==> config.mk <==
export PLATFORM = sky130hd
export DESIGN_NAME = mc_ctrl
export DESIGN_NICKNAME = d
export VERILOG_FILES = /design/src/rtl/mc_ctrl.sv
export SDC_FILE = /design/constraint.sdc
export NUM_CORES = 1
export LEC_CHECK = 0
export CAP_MARGIN = 20
export CORE_UTILIZATION = 42
export DETAILED_ROUTE_END_ITERATION = 16
export PLACE_DENSITY_LB_ADDON = 0.1
export SLEW_MARGIN = 20
export SYNTH_ARGS = -nofsm -noshare
export SYNTH_HDL_FRONTEND = slang
export SYNTH_SLANG_ARGS = --single-unit
==> constraint.sdc <==
create_clock -name clk -period 2.2 [get_ports clk]
set_clock_uncertainty 0.1 [all_clocks]
set_input_delay 0.33 -clock clk [delete_from_list [all_inputs] [get_ports clk]]
set_output_delay 0.33 -clock clk [all_outputs]
set_load 0.01 [all_outputs]
==> src/rtl/mc_ctrl.sv <==
// mc_ctrl: multi-cycle controller for a small MIPS subset. Sequences each
// instruction through FETCH..WB and drives PC/IR/GRF/DM enables from the current state.
module mc_ctrl #(
  parameter int CNT_W = 32
) (
  input  logic             clk,
  input  logic             reset,
  input  logic [5:0]       opcode,
  input  logic [5:0]       funct,
  input  logic             zero,
  output logic             pc_we,
  output logic [1:0]       npc_sel,
  output logic             ir_we,
  output logic             reg_we,
  output logic             mem_we,
  output logic [2:0]       state,
  output logic [CNT_W-1:0] instr_cnt
);

  // state  | meaning
  // FETCH  | load IR; always followed by DECODE
  // DECODE | register read; j/jr/unknown retire here
  // EXEC   | ALU operation; beq retires here
  // MEM    | data memory access; sw retires here
  // WB     | GRF write; addu/subu/ori/lui/lw/jal retire here
  typedef enum logic [2:0] {
    S_FETCH  = 3'd0,
    S_DECODE = 3'd1,
    S_EXEC   = 3'd2,
    S_MEM    = 3'd3,
    S_WB     = 3'd4
  } state_t;

  state_t           r_state;
  logic [CNT_W-1:0] r_instr_cnt;

  logic w_alu, w_lw, w_sw, w_beq, w_j, w_jal, w_jr, w_unk;
  logic w_pc_we, w_ir_we, w_reg_we, w_mem_we;
  logic [1:0] w_npc_sel;

  assign w_alu = ((opcode == 6'h00) && ((funct == 6'h21) || (funct == 6'h23)))
                 || (opcode == 6'h0d) || (opcode == 6'h0f);
  assign w_jr  = (opcode == 6'h00) && (funct == 6'h08);
  assign w_lw  = (opcode == 6'h23);
  assign w_sw  = (opcode == 6'h2b);
  assign w_beq = (opcode == 6'h04);
  assign w_j   = (opcode == 6'h02);
  assign w_jal = (opcode == 6'h03);
  assign w_unk = !(w_alu || w_jr || w_lw || w_sw || w_beq || w_j || w_jal);

  always_comb begin
    w_pc_we   = 1'b0;
    w_ir_we   = 1'b0;
    w_reg_we  = 1'b0;
    w_mem_we  = 1'b0;
    w_npc_sel = 2'd0;
    case (r_state)
      S_FETCH:  w_ir_we = 1'b1;
      S_DECODE: w_pc_we = w_j || w_jr || w_unk;
      S_EXEC:   w_pc_we = w_beq;
      S_MEM: begin
        w_pc_we  = w_sw;
        w_mem_we = w_sw;
      end
      S_WB: begin
        w_pc_we  = w_alu || w_lw || w_jal;
        w_reg_we = w_alu || w_lw || w_jal;
      end
      default: ;
    endcase
    // npc_sel is only meaningful on the retiring cycle; held at 0 otherwise
    if (w_pc_we) begin
      if (w_beq && zero)      w_npc_sel = 2'd1;
      else if (w_j || w_jal)  w_npc_sel = 2'd2;
      else if (w_jr)          w_npc_sel = 2'd3;
      else                    w_npc_sel = 2'd0;
    end
  end

  assign pc_we     = w_pc_we  && !reset;
  assign ir_we     = w_ir_we  && !reset;
  assign reg_we    = w_reg_we && !reset;
  assign mem_we    = w_mem_we && !reset;
  assign npc_sel   = reset ? 2'd0 : w_npc_sel;
  assign state     = r_state;
  assign instr_cnt = r_instr_cnt;

  always_ff @(posedge clk or posedge reset) begin
    if (reset) begin
      r_state     <= S_FETCH;
      r_instr_cnt <= '0;
    end else begin
      if (w_pc_we) r_instr_cnt <= r_instr_cnt + CNT_W'(1);
      case (r_state)
        S_FETCH: r_state <= S_DECODE;
        S_DECODE: begin
          if (w_jal)                                r_state <= S_WB;
          else if (w_alu || w_lw || w_sw || w_beq)  r_state <= S_EXEC;
          else                                      r_state <= S_FETCH;
        end
        S_EXEC: begin
          if (w_lw || w_sw)  r_state <= S_MEM;
          else if (w_alu)    r_state <= S_WB;
          else               r_state <= S_FETCH;
        end
        S_MEM: begin
          if (w_lw)  r_state <= S_WB;
          else       r_state <= S_FETCH;
        end
        default: r_state <= S_FETCH;
      endcase
    end
  end

endmodule

; After elaboration in Yosys (flattened, before gate mapping)
; Cells that the tools add are included.
[totals]
output_inout_bits = 41
word_cells = 60
input_bits = 15
regBits = 35
[op_classes]
reduce_logical = 28
eq_ne = 14
addsub = 1
muxes = 15
[ops]
columns = cell, n
row1 = "32-bit by 1-bit adder with 32-bit output, second input constant", 1
row2 = "6-bit equality test, second input constant", 4
row3 = "6-bit by 4-bit equality test with 1-bit output, second input constant", 3
row4 = 1-bit logical OR, 17
row5 = "6-bit by 2-bit equality test with 1-bit output, second input constant", 2
row6 = 2-bit 2-to-1 mux, 6
row7 = 3-bit 2-to-1 mux, 4
row8 = 3-bit one-hot mux with 4 select lines, 1
row9 = 1-bit logical AND, 7
row10 = "3-bit by 2-bit equality test with 1-bit output, second input constant", 2
row11 = "6-bit by 3-bit equality test with 1-bit output, second input constant", 1
row12 = 6-bit logical NOT, 1
row13 = 1-bit one-hot mux with 4 select lines, 1
row14 = "3-bit by 1-bit equality test with 1-bit output, second input constant", 1
row15 = "3-bit equality test, second input constant", 1
row16 = 3-bit logical NOT, 1
row17 = 1-bit 2-to-1 mux, 3
row18 = 1-bit logical NOT, 2

; Longest topological paths before layout
; Gate-level depths: netlist (run 1).
[logic_depth]
depth_word = 16
depth_mapped = 10

; Least setup slack after synthesis (run 1)
; OpenSTA, ideal clock, no wires.
[synth_timing]
path_type = input-to-output
from = in funct[2]
to = out npc_sel[0]
cell_stages = 9
path_buffers = 2
required_time_ns = 1.770
path_slack_ns = -0.214
arrival_ns = 1.984
path_cell_list = or4b_1 nor3_1 o211a_1 a31o_2 or3_1 buf_4 buf_6 nand2_1 a21oi_1
[synth_between]
elab_chain_cells = 16
elab_cells_between_ends = 25
[synth_lines]
columns = element, line
row1 = from (decl), 9  ; input logic [5:0] funct,
row2 = 6-bit equality test, 41  ; assign w_alu = ((opcode == 6'h00) && ((funct == 6'h21) || (funct == 6'h23)))
row3 = 1-bit logical OR, 41
row4 = 1-bit logical AND, 41
row5 = 1-bit logical OR (2 in a row), 42  ; || (opcode == 6'h0d) || (opcode == 6'h0f);
row6 = 1-bit logical OR (6 in a row), 49  ; assign w_unk = !(w_alu || w_jr || w_lw || w_sw || w_beq || w_j || w_jal);
row7 = 1-bit logical NOT, 49
row8 = 1-bit logical OR, 59  ; S_DECODE: w_pc_we = w_j || w_jr || w_unk;
row9 = 1-bit one-hot mux with 4 select lines, 57  ; case (r_state)
row10 = 2-bit 2-to-1 mux (*), 72  ; if (w_pc_we) begin
row11 = 2-bit 2-to-1 mux (*), 84  ; assign npc_sel = reset ? 2'd0 : w_npc_sel;
row12 = to (decl), 12  ; output logic [1:0] npc_sel,
; Mark *: on every way between the ends. The rest lies on a longest branch, timed or not.

; Worst setup path in the final report (run 1)
[layout_timing]
from = reg r_state[0], in the netlist state[0]
to = out npc_sel[0]
[layout_between]
elab_chain_cells = 4
elab_cells_between_ends = 7
[layout_lines]
columns = element, line
row1 = from (decl), 34  ; state_t r_state;
row2 = from (signal assigned), 90  ; r_state <= S_FETCH;
row3 = from (signal assigned), 95  ; S_FETCH: r_state <= S_DECODE;
row4 = from (signal assigned), 97  ; if (w_jal) r_state <= S_WB;
row5 = "3-bit equality test, or another cell as far along", 57
row6 = 1-bit one-hot mux with 4 select lines (*), 57
row7 = 2-bit 2-to-1 mux (*), 72
row8 = 2-bit 2-to-1 mux (*), 84
; Marked as above.

==> results of run 1 <==
## flip-flops by register name (all words and copies together), names as in the netlist
name,cells
state,3
instr_cnt,32
## worst paths after layout
path	slack, ps	cells past startpoint	to
min reg2reg	380	1	instr_cnt[31]
max	-60	8	npc_sel[0]
max in group asynchronous	1220	3	state[0]
max reg2reg	150	7	instr_cnt[31]
min in group asynchronous	440	3	instr_cnt[30]
min	380	1	instr_cnt[31]
## Yosys cell counts, types with 2 or more instances
| library cell | n | area, sq um |
|---|---|---|
| xnor2_1 | 24 | 210 |
| and2_1 | 4 | 25.0 |
| nor3_1 | 2 | 10.0 |
| nor2_1 | 12 | 45.0 |
| inv_1 | 4 | 15.0 |
| buf_4 | 3 | 22.5 |
| o211a_1 | 2 | 20.0 |
| nand4_1 | 11 | 68.8 |
| nand3_1 | 15 | 75.1 |
| a21oi_1 | 3 | 15.0 |
| clkbuf_1 | 3 | 11.3 |
| xor2_1 | 8 | 70.1 |
| nor4b_1 | 3 | 26.3 |
| nor3b_1 | 2 | 15.0 |
| dfrtp_1 | 35 | 876 |
| nand2_1 | 15 | 56.3 |
| and3_1 | 9 | 56.3 |
| and4_1 | 5 | 43.8 |
## repair_timing
action,4_1_cts,5_1_grt
buffers inserted,3,1
hold endpoints to repair,0,0
gates resized for setup,78,10
endpoints found under the setup margin,36,15
pin swaps,11,11
## cell families after synthesis
| logic type | synth area share [%] |
|---|---|
| and+or+nand+nor | 30.5 |
| AOI/OAI and AO/OA | 4.63 |
| adders and majority gates | 0.661 |
| xor gates and xnor gates | 14.8 |
| buffers and inverters | 3.17 |
| DFF | 46.3 |
## per-stage QoR
stage | hold slack (ps) | setup WS, ps | TNS (ps) | instances | total power, W
detailed placement | 366 | -842 | -18050 | 316 | 0.00159
floorplan | 404 | -86.6 | -204 | 183 | 0.00121
CTS | 384 | -95.4 | -248 | 324 | 0.00204
global route | 402 | -117 | -319 | 324 | 0.00215
finish | 377 | -63.7 | -157 | 324 | 0.00204
global placement | 362 | -818 | -16540 | 316 | 0.00157
## routing by layer
layer  share of wire [%]  global-route usage (%)
met3                 3.3                    5.41
met5                   0                       0
met2                  51                    35.4
met1                  45                    28.3
met4                 1.3                    7.03
## critical path: stages (launching register included)
cell      delay, ps
dfrtp_2         450
nand2b_4        100
nor3_4           40
o211a_1         140
a31o_4          210
or3_4           350
nand2_4          90
a21oi_2          40
buf_2           140
## where the power goes
group / switching, W / internal (W) / total (W)
sequential: 0.0000655 / 0.000713 / 0.000779
combinational: 0.000420 / 0.000420 / 0.000840
clock: 0.000215 / 0.000211 / 0.000426
total: 0.000700 / 0.00134 / 0.00204
## final cells by class
cell class	count	area [sq um]	area share, %
multi-input combinational	137	1080	37.3
sequential	35	877	30.4
timing repair buffer	90	776	26.9
clock buffer	6	72.6	2.52
tap	52	65.1	2.26
inverter	4	15.0	0.521
==> Flow_metrics.wiki, run 1 <==
{| class="wikitable"
! Metric !! Value
|-
| Number of antenna violations at the first check in global routing || 0
|-
| Setup violation total in the final timing report || 3
|-
| Worst hold path startpoint || instr_cnt[31]
|-
| Largest fanout on the critical path || 5
|-
| Syn Nets || 199
|-
| First-pass iteration count of the detailed router || 4
|-
| DRT Wirelength || 4950 microns
|-
| Share of synthesized flip-flops with an asynchronous set or reset || 100%
|-
| Ratio of routed vias to standard cells || 5.32
|-
| Final Util || 66.2%
|-
| Violations in the final reports || negative setup slack
|-
| CTS tree || done
|-
| Total clock buffers created by CTS || 5
|-
| Ratio of final minimum period to clock period || 103%
|-
| Initial Utilization || 43.5%
|-
| Number of enable-type register cells in the synthesized netlist || 0
|-
| Pin count of the biggest net entering global routing || 26
|-
| Yosys synthesis warning count || 0
|-
| Final design instance area without fill || 2880 sq um
|-
| Average footprint of a synthesized cell || 10.3 sq um
|-
| Post-DP HPWL || 3610 microns
|-
| Number of buffers on the longest clock path || 2
|-
| Max H-tree Level || 2
|-
| Clock transition at path regs || 60 ps
|-
| Distinct cells, synth || 41
|-
| Type of element launching the critical path || flip-flop
|-
| Leading cell type in the layout, fill and taps excluded || clkdlybuf4s50_1
|-
| Floorplan die width || 69.1 microns
|-
| Share of cells above drive strength 1 || 29.8%
|-
| Fill cells || 347
|-
| Die area || 4780 sq um
|-
| Synth-to-layout area growth || 52.2%
|-
| Final Hold Viols || 0
|-
| Routed vias || 1,723
|-
| Core footprint || 4350 sq um
|-
| # clock sinks || 35
|-
| Pin slew with the least headroom to its limit || 612 ps
|-
| Most frequent cells in the layout || clkdlybuf4s50_1, dfrtp_1, buf_4, xnor2_1, nand3_1
|-
| Cts-stage hold buffer count || 0
|-
| Maximum capacitance violations || 0
|-
| Die height || 69.1 microns
|-
| Relative slew slack || 59.2%
|-
| Count of mapped cells out of synthesis || 183
|-
| Quantity of I/O buffers inserted on ports || 55
|-
| Final GP Congestion || 0.906
|-
| Max VDD drop || 445 uV
|-
| Cell row count || 24
|-
| FF+latch count, synth || 35
|-
| Most common flop cell mapped by yosys || dfrtp_1
|-
| Worst Path Required || 1770 ps
|-
| Global-route congestion overflow total || 0
|-
| Worst setup path startpoint || state[0]
|-
| Result of the run || finished with violations
|-
| Netlist Area Pre-Place || 1890 sq um
|-
| Sequential element share of the synthesized area || 46.3%
|-
| RSZ-0062 raised after global routing || true
|-
| Number of nets still failing antenna checks after routing || 0
|-
| Power per standard cell area || 710 nW/um^2
|-
| Leakage power total || 1.38 nW
|-
| Fmax || 442 MHz
|-
| Buffer cell driving the clock tree root || clkbuf_8
|-
| Initial detailed-routing violation count || 81
|-
| Post-route setup slack || -63.7 ps
|-
| Worst Hold Class || reg -> reg
|-
| Shortest period the worst path allows || 2260 ps
|-
| Number of global-route vias before repair || 1,713
|-
| Placed instance area || 2740 sq um
|-
| Antenna fix cells || 0
|-
| Worst reg2reg path startpoint || instr_cnt[5]
|-
| Clock insertion delay at the later pin of the skew report || 290 ps
|-
| Critical Path End Type || primary output
|-
| Fin. max-slew vios || 0
|-
| Data arrival, critical path || 1830 ps
|-
| I/O pin count || 56
|-
| NumNets Final || 289
|-
| Worst Setup Path Type || reg -> out
|-
| First-pass GRT wire length || 8240 microns
|-
| DRC violation count after routing || 0
|-
| Global-route total usage across every layer || 21.7%
|-
| Routed wirelength normalized by instance count || 15.3 microns
|}
Note: power is estimated with default switching activity, not from simulation.
==> run 2: changes to the inputs <==
Settings changed: CORE_UTILIZATION 42 to 47.
Clock period 2.2 ns to 2.5 ns, I/O delays scaled along.
==> Flow_metrics.wiki, run 2 (synthesized netlist as in run 1, its figures left out) <==
{| class="wikitable"
! Metric !! Value
|-
| Total clock buffers created by CTS || 5 (unchanged)
|-
| Global-route congestion overflow total || 0 (unchanged)
|-
| Final design instance area without fill || 2810 sq um (-2.5%)
|-
| Largest fanout on the critical path || 7 (+2)
|-
| Setup slack on the worst flop-to-flop path || 270 ps (+120 ps)
|-
| Max VDD drop || 447 uV (+0.41%)
|-
| Number of buffers on the longest clock path || 2 (unchanged)
|-
| Worst stage delay on the critical path || 460 ps (about the same)
|-
| Pin count of the biggest net entering global routing || 26 (unchanged)
|-
| Placed instance area || 2670 sq um (-2.6%)
|-
| Buf/Inv on CP || 1 (unchanged)
|-
| # clock sinks || 35 (unchanged)
|-
| Maximum capacitance violations || 0 (unchanged)
|-
| Result of the run || finished clean
|-
| Worst setup timing slack at the placement stage || -703 ps (+140 ps)
|-
| Ratio of routed vias to standard cells || 5.51 (+3.6%)
|-
| Leading cell type in the layout, fill and taps excluded || clkdlybuf4s50_1
|-
| Global routing met3 resource utilization || 3.65% (-1.8 points)
|-
| CTS tree || done
|-
| First-pass GRT wire length || 8070 microns (-2.0%)
|-
| Number of nets still failing antenna checks after routing || 0 (unchanged)
|-
| Type of element launching the critical path || flip-flop
|-
| Quantity of I/O buffers inserted on ports || 55 (unchanged)
|-
| Antenna fix cells || 0 (unchanged)
|-
| Synth-to-layout area growth || 48.4%
|-
| Worst setup path startpoint || state[0]
|-
| Cell-by-cell listing of the critical path || nand2b_1, nor3_1, o211a_1, a31o_2, or3_4, nand2_4, a21oi_2, buf_2
|-
| Data arrival, critical path || 1940 ps (+110 ps)
|-
| Number of global-route vias before repair || 1,709 (-0.23%)
|-
| Initial detailed-routing violation count || 101 (+25%)
|-
| Post-DP HPWL || 3660 microns (+1.5%)
|-
| Fin. max-slew vios || 0 (unchanged)
|-
| I/O pin count || 56 (unchanged)
|-
| Clock insertion delay at the later pin of the skew report || 280 ps (about the same)
|-
| NumNets Final || 286 (-1.0%)
|-
| Critical Path End Type || primary output
|-
| Worst R2R Path Depth || 7 (unchanged)
|-
| Worst Setup Path Type || reg -> out
|-
| Hold Crit Endpoint || instr_cnt[31]
|-
| Fmax || 413 MHz
|-
| Die height || 65.5 microns (-5.3%)
|-
| Setup violation total in the final timing report || 0 (-3)
|-
| DRC violation count after routing || 0 (unchanged)
|-
| Terminus of the critical flop-to-flop path || instr_cnt[31]
|-
| Floorplan die width || 65.5 microns (-5.3%)
|-
| Crit path max-delay cell type || dfrtp_2
|-
| Flip-flop count of the largest register after layout || 32 (unchanged)
|-
| Most frequent cells in the layout || clkdlybuf4s50_1, dfrtp_1, buf_4, xnor2_1, nand3_1
|-
| Worst Hold Path Cells || 1 (unchanged)
|-
| Cts-stage hold buffer count || 0 (unchanged)
|-
| Share of cells above drive strength 1 || 26.6% (-3.2 points)
|-
| Max H-tree Level || 2 (unchanged)
|-
| Relative slew slack || 63.4% (+4.2 points)
|-
| Core footprint || 3770 sq um (-13%)
|-
| Leakage power total || 1.36 nW (-1.0%)
|-
| Power per standard cell area || 664 nW/um^2 (-6.4%)
|-
| Met2 track utilization from global routing || 42.1% (+6.8 points)
|-
| Initial Utilization || 50.2% (+6.7 points)
|-
| Pin slew with the least headroom to its limit || 549 ps (-63.3 ps)
|-
| Post-route setup slack || 80.6 ps (+144 ps)
|-
| Worst hold path startpoint || instr_cnt[31]
|-
| Ratio of final minimum period to clock period || 96.8%
|-
| Cell row count || 22 (-8.3%)
|-
| Fraction of met1 tracks used by global routing || 32.1% (+3.8 points)
|-
| Power Total || 0.00187 W (-8.8%)
|-
| Clock transition at path regs || 70 ps (about the same)
|-
| Worst Hold Class || reg -> reg
|-
| Final Hold Viols || 0 (unchanged)
|-
| Routed wirelength normalized by instance count || 15.2 microns (-0.69%)
|-
| DRT Wirelength || 4840 microns (-2.2%)
|-
| Busiest metal layer after global routing || met2
|-
| Shortest period the worst path allows || 2420 ps
|-
| Worst Path Required || 2030 ps (+260 ps)
|-
| Global-route total usage across every layer || 24.4% (+2.7 points)
|-
| Category of cells accounting for the largest share of critical-path delay || simple AND/OR/NAND/NOR gates
|-
| Worst reg2reg path startpoint || instr_cnt[2]
|-
| First-pass iteration count of the detailed router || 4 (unchanged)
|-
| Final GP Congestion || 0.898 (-0.88%)
|-
| Number of antenna violations at the first check in global routing || 0 (unchanged)
|-
| Die area || 4290 sq um (-10%)
|-
| Buffer cell driving the clock tree root || clkbuf_8
|-
| Routed vias || 1,757 (+2.0%)
|}
## run 2: cell count changes in the layout (fill, tap and decap cells not counted), sizes merged
cell / before / now
clkbuf: 6 / 13
clkdlybuf4s50: 37 / 38
bufinv: 0 / 1
clkinv: 0 / 1
dlygate4sd2: 4 / 5
buf: 49 / 37
## run 2: what timing repair did
action / CTS / global route
setup endpoints to repair: 9 / 4
resized for setup: 46 / 14
pin swaps: 9 / 7
setup buffers: 3 / 1
## run 2: metal layers
| layer | share of wire (%) | wire, microns |
|---|---|---|
| met5 | 0 | 0 |
| met2 | 53 | 2560 |
| met4 | 0.56 | 27 |
| met1 | 43 | 2080 |
| met3 | 3.6 | 174 |
## run 2: metrics by stage
stage | hold WS (ps) | setup TNS [ps] | utilization, % | instances
after CTS | 379 | 0 | 75.0 | 318
after floorplan | 404 | -7.83 | - | 183
after detailed placement | 363 | -9180 | 70.8 | 307
final | 376 | 0 | 74.5 | 319
after global routing | 398 | -6.99 | 74.5 | 319
after global placement | 357 | -6910 | 70.8 | 307
## run 2: cell type report
cell class,count,area (sq um)
Clock buffer,6,82.6
Inverter,4,15.0
Tap cell,48,60.1
Timing Repair Buffer,87,728
Multi-Input combinational cell,137,1010
Clock inverter,2,35.0
Sequential cell,35,877
Fill cell,267,961
## run 2: worst max-delay path by stage
stage	end	slack (ps)	cells past startpoint
after floorplan	npc_sel[0]	-4	9
after global placement	npc_sel[1]	-620	9
after detailed placement	npc_sel[0]	-700	9
after CTS	npc_sel[0]	0.9	9
after global routing	npc_sel[0]	-7	8
final	npc_sel[0]	80	8
## run 2: report_power, final
| group | leakage [nW] | internal [W] | switching [W] |
|---|---|---|---|
| Sequential | 0.470 | 0.000628 | 0.0000826 |
| Combinational | 0.831 | 0.000323 | 0.000320 |
| Clock | 0.0612 | 0.000322 | 0.000190 |
==> run 3: changes to the inputs <==
Settings changed: CORE_MARGIN from default to 8.
==> Flow_metrics.wiki, run 3 (synthesized netlist as in run 1, its figures left out) <==
{| class="wikitable"
! Metric !! Value
|-
| Clock transition at path regs || 60 ps (about the same)
|-
| Max VDD drop || 502 uV (+12%)
|-
| Flip-flop count of the largest register after layout || 32 (unchanged)
|-
| Terminus of the critical flop-to-flop path || instr_cnt[17]
|-
| Buffer cell driving the clock tree root || clkbuf_8
|-
| Post-route setup slack || 44.4 ps (-36.2 ps)
|-
| Number of global-route vias before repair || 1,859 (+8.8%)
|-
| Worst Hold Path Cells || 1 (unchanged)
|-
| Leading cell type in the layout, fill and taps excluded || clkdlybuf4s50_1
|-
| Total Negative Setup Slacks || 0 ps (unchanged)
|-
| Largest fanout on the critical path || 3 (-4)
|-
| Worst setup timing slack at the placement stage || -783 ps (-80.6 ps)
|-
| Worst reg2reg path startpoint || state[0]
|-
| Hold Crit Endpoint || instr_cnt[31]
|-
| Total clock buffers created by CTS || 5 (unchanged)
|-
| Number of nets still failing antenna checks after routing || 0 (unchanged)
|-
| Global-route total usage across every layer || 17.5% (-6.9 points)
|-
| Worst Setup Path Type || in -> out
|-
| Number of antenna violations at the first check in global routing || 0 (unchanged)
|-
| First-pass GRT wire length || 8810 microns (+9.1%)
|-
| Crit path max-delay cell type || or4b_4
|-
| Setup slack on the worst flop-to-flop path || 260 ps (about the same)
|-
| Routed wirelength normalized by instance count || 16.5 microns (+8.4%)
|-
| CTS tree || done
|-
| Initial detailed-routing violation count || 75 (-26%)
|-
| Die area || 6310 sq um (+47%)
|-
| Pin count of the biggest net entering global routing || 21 (-19%)
|-
| Worst Hold Class || reg -> reg
|-
| Max H-tree Level || 2 (unchanged)
|-
| Core footprint || 3940 sq um (+4.5%)
|-
| Power per standard cell area || 619 nW/um^2 (-6.8%)
|-
| WHS || 386 ps (+9.76 ps)
|-
| Antenna fix cells || 0 (unchanged)
|-
| I/O pin count || 56 (unchanged)
|-
| # clock sinks || 35 (unchanged)
|-
| Most frequent cells in the layout || clkdlybuf4s50_1, dfrtp_1, buf_4, xnor2_1, nand3_1
|-
| Routed vias || 1,720 (-2.1%)
|-
| Critical Path End Type || primary output
|-
| DRT Wirelength || 5250 microns (+8.4%)
|-
| Result of the run || finished clean
|-
| Final Hold Viols || 0 (unchanged)
|-
| Data arrival, critical path || 1980 ps (+40 ps)
|-
| Fin. max-slew vios || 0 (unchanged)
|-
| Number of buffers on the longest clock path || 2 (unchanged)
|-
| Ratio of routed vias to standard cells || 5.39 (-2.1%)
|-
| Quantity of I/O buffers inserted on ports || 55 (unchanged)
|-
| Clock insertion delay at the later pin of the skew report || 280 ps (about the same)
|-
| Relative slew slack || 61.0% (-2.4 points)
|-
| Ratio of final minimum period to clock period || 98.2% (+1.4 points)
|-
| Share of cells above drive strength 1 || 24.5% (-2.0 points)
|-
| Setup violation total in the final timing report || 0 (unchanged)
|-
| Initial Utilization || 48.0% (-2.2 points)
|-
| First-pass iteration count of the detailed router || 4 (unchanged)
|-
| Maximum capacitance violations || 0 (unchanged)
|-
| Cts-stage hold buffer count || 0 (unchanged)
|-
| Floorplan die width || 79.5 microns (+21%)
|-
| NumNets Final || 284 (-0.70%)
|-
| Worst stage delay on the critical path || 530 ps (+70 ps)
|-
| Final Util || 70.4% (-4.2 points)
|-
| Die height || 79.5 microns (+21%)
|-
| Post-DP HPWL || 3960 microns (+8.1%)
|-
| Pin slew with the least headroom to its limit || 585 ps (+35.9 ps)
|-
| DRC violation count after routing || 0 (unchanged)
|-
| Cell row count || 23 (+4.5%)
|-
| Synth-to-layout area growth || 46.5%
|-
| Type of element launching the critical path || input port
|-
| Fin cells || 319 (unchanged)
|-
| Shortest period the worst path allows || 2460 ps (+36.2 ps)
|-
| Worst R2R Path Depth || 9 (+2)
|-
| Cell-by-cell listing of the critical path || clkdlybuf4s15_1, or4b_4, nor3_4, o211a_1, a31o_2, or3_4, nand2_4, a21oi_2, buf_2
|-
| # placed instances || 306 (-0.33%)
|-
| Fmax || 407 MHz (-1.5%)
|-
| Final GP Congestion || 0.882 (-1.8%)
|-
| RSZ-0062 raised after global routing || false
|-
| Worst Path Required || 2030 ps (about the same)
|-
| Leakage power total || 1.33 nW (-2.5%)
|-
| Worst hold path startpoint || instr_cnt[31]
|-
| Global-route congestion overflow total || 0 (unchanged)
|}
-- run 3: worst max-delay path: cells and delay by family --
kind / cells / cell delay, ps
simple gates: 4 / 870
compound gates: 3 / 390
buf+inv: 2 / 340
-- run 3: worst max-delay path by stage --
stage               startpoint    endpoint  slack (ps)  depth (start not counted)
finish                funct[5]  npc_sel[1]          40                          9
global route          funct[5]  npc_sel[1]         0.4                          9
CTS                   funct[5]  npc_sel[1]         0.7                          9
detailed placement    funct[2]  npc_sel[1]        -780                          9
global placement      funct[2]  npc_sel[1]        -630                          9
floorplan             funct[2]  npc_sel[0]          -4                          9
-- run 3: layout make-up --
class | instances | area (sq um)
flip-flops and latches | 35 | 876
multi-input cells | 137 | 1010
clock buffers | 6 | 72.6
repair buffers | 85 | 724
fillers | 297 | 1170
clock inverters | 2 | 12.5
inverters | 4 | 15.0
well taps | 50 | 62.6
-- run 3: per-stage QoR --
stage	total power, W	cell area (sq um)
3_3_place_gp	0.00130	2650
3_5_place_dp	0.00132	2650
6_report	0.00172	2770
5_1_grt	0.00183	2770
2_1_floorplan	0.00102	1890
4_1_cts	0.00174	2790
-- run 3: power by group --
group	leakage (nW)	switching (W)	internal, W
Sequential	0.471	0.0000697	0.000626
Combinational	0.816	0.000324	0.000307
Clock	0.0412	0.000194	0.000194
Total	1.33	0.000588	0.00113
-- run 3: timing repair --
item / in CTS / in global routing
endpoints found under the setup margin: 11 / 5
buffers inserted: 5 / 0
resized for setup: 50 / 9
pin swaps: 6 / 3
-- run 3: metal layers --
layer / vias to the layer above / wire [microns] / part of all wire [%] / GRT usage [%]
met1: 834 / 2140 / 41 / 20.0
li1: 822 / - / - / -
met5: - / 0 / 0 / 0
met4: 0 / 148 / 2.8 / 8.52
met3: 13 / 298 / 5.7 / 3.83
met2: 51 / 2670 / 51 / 30.1
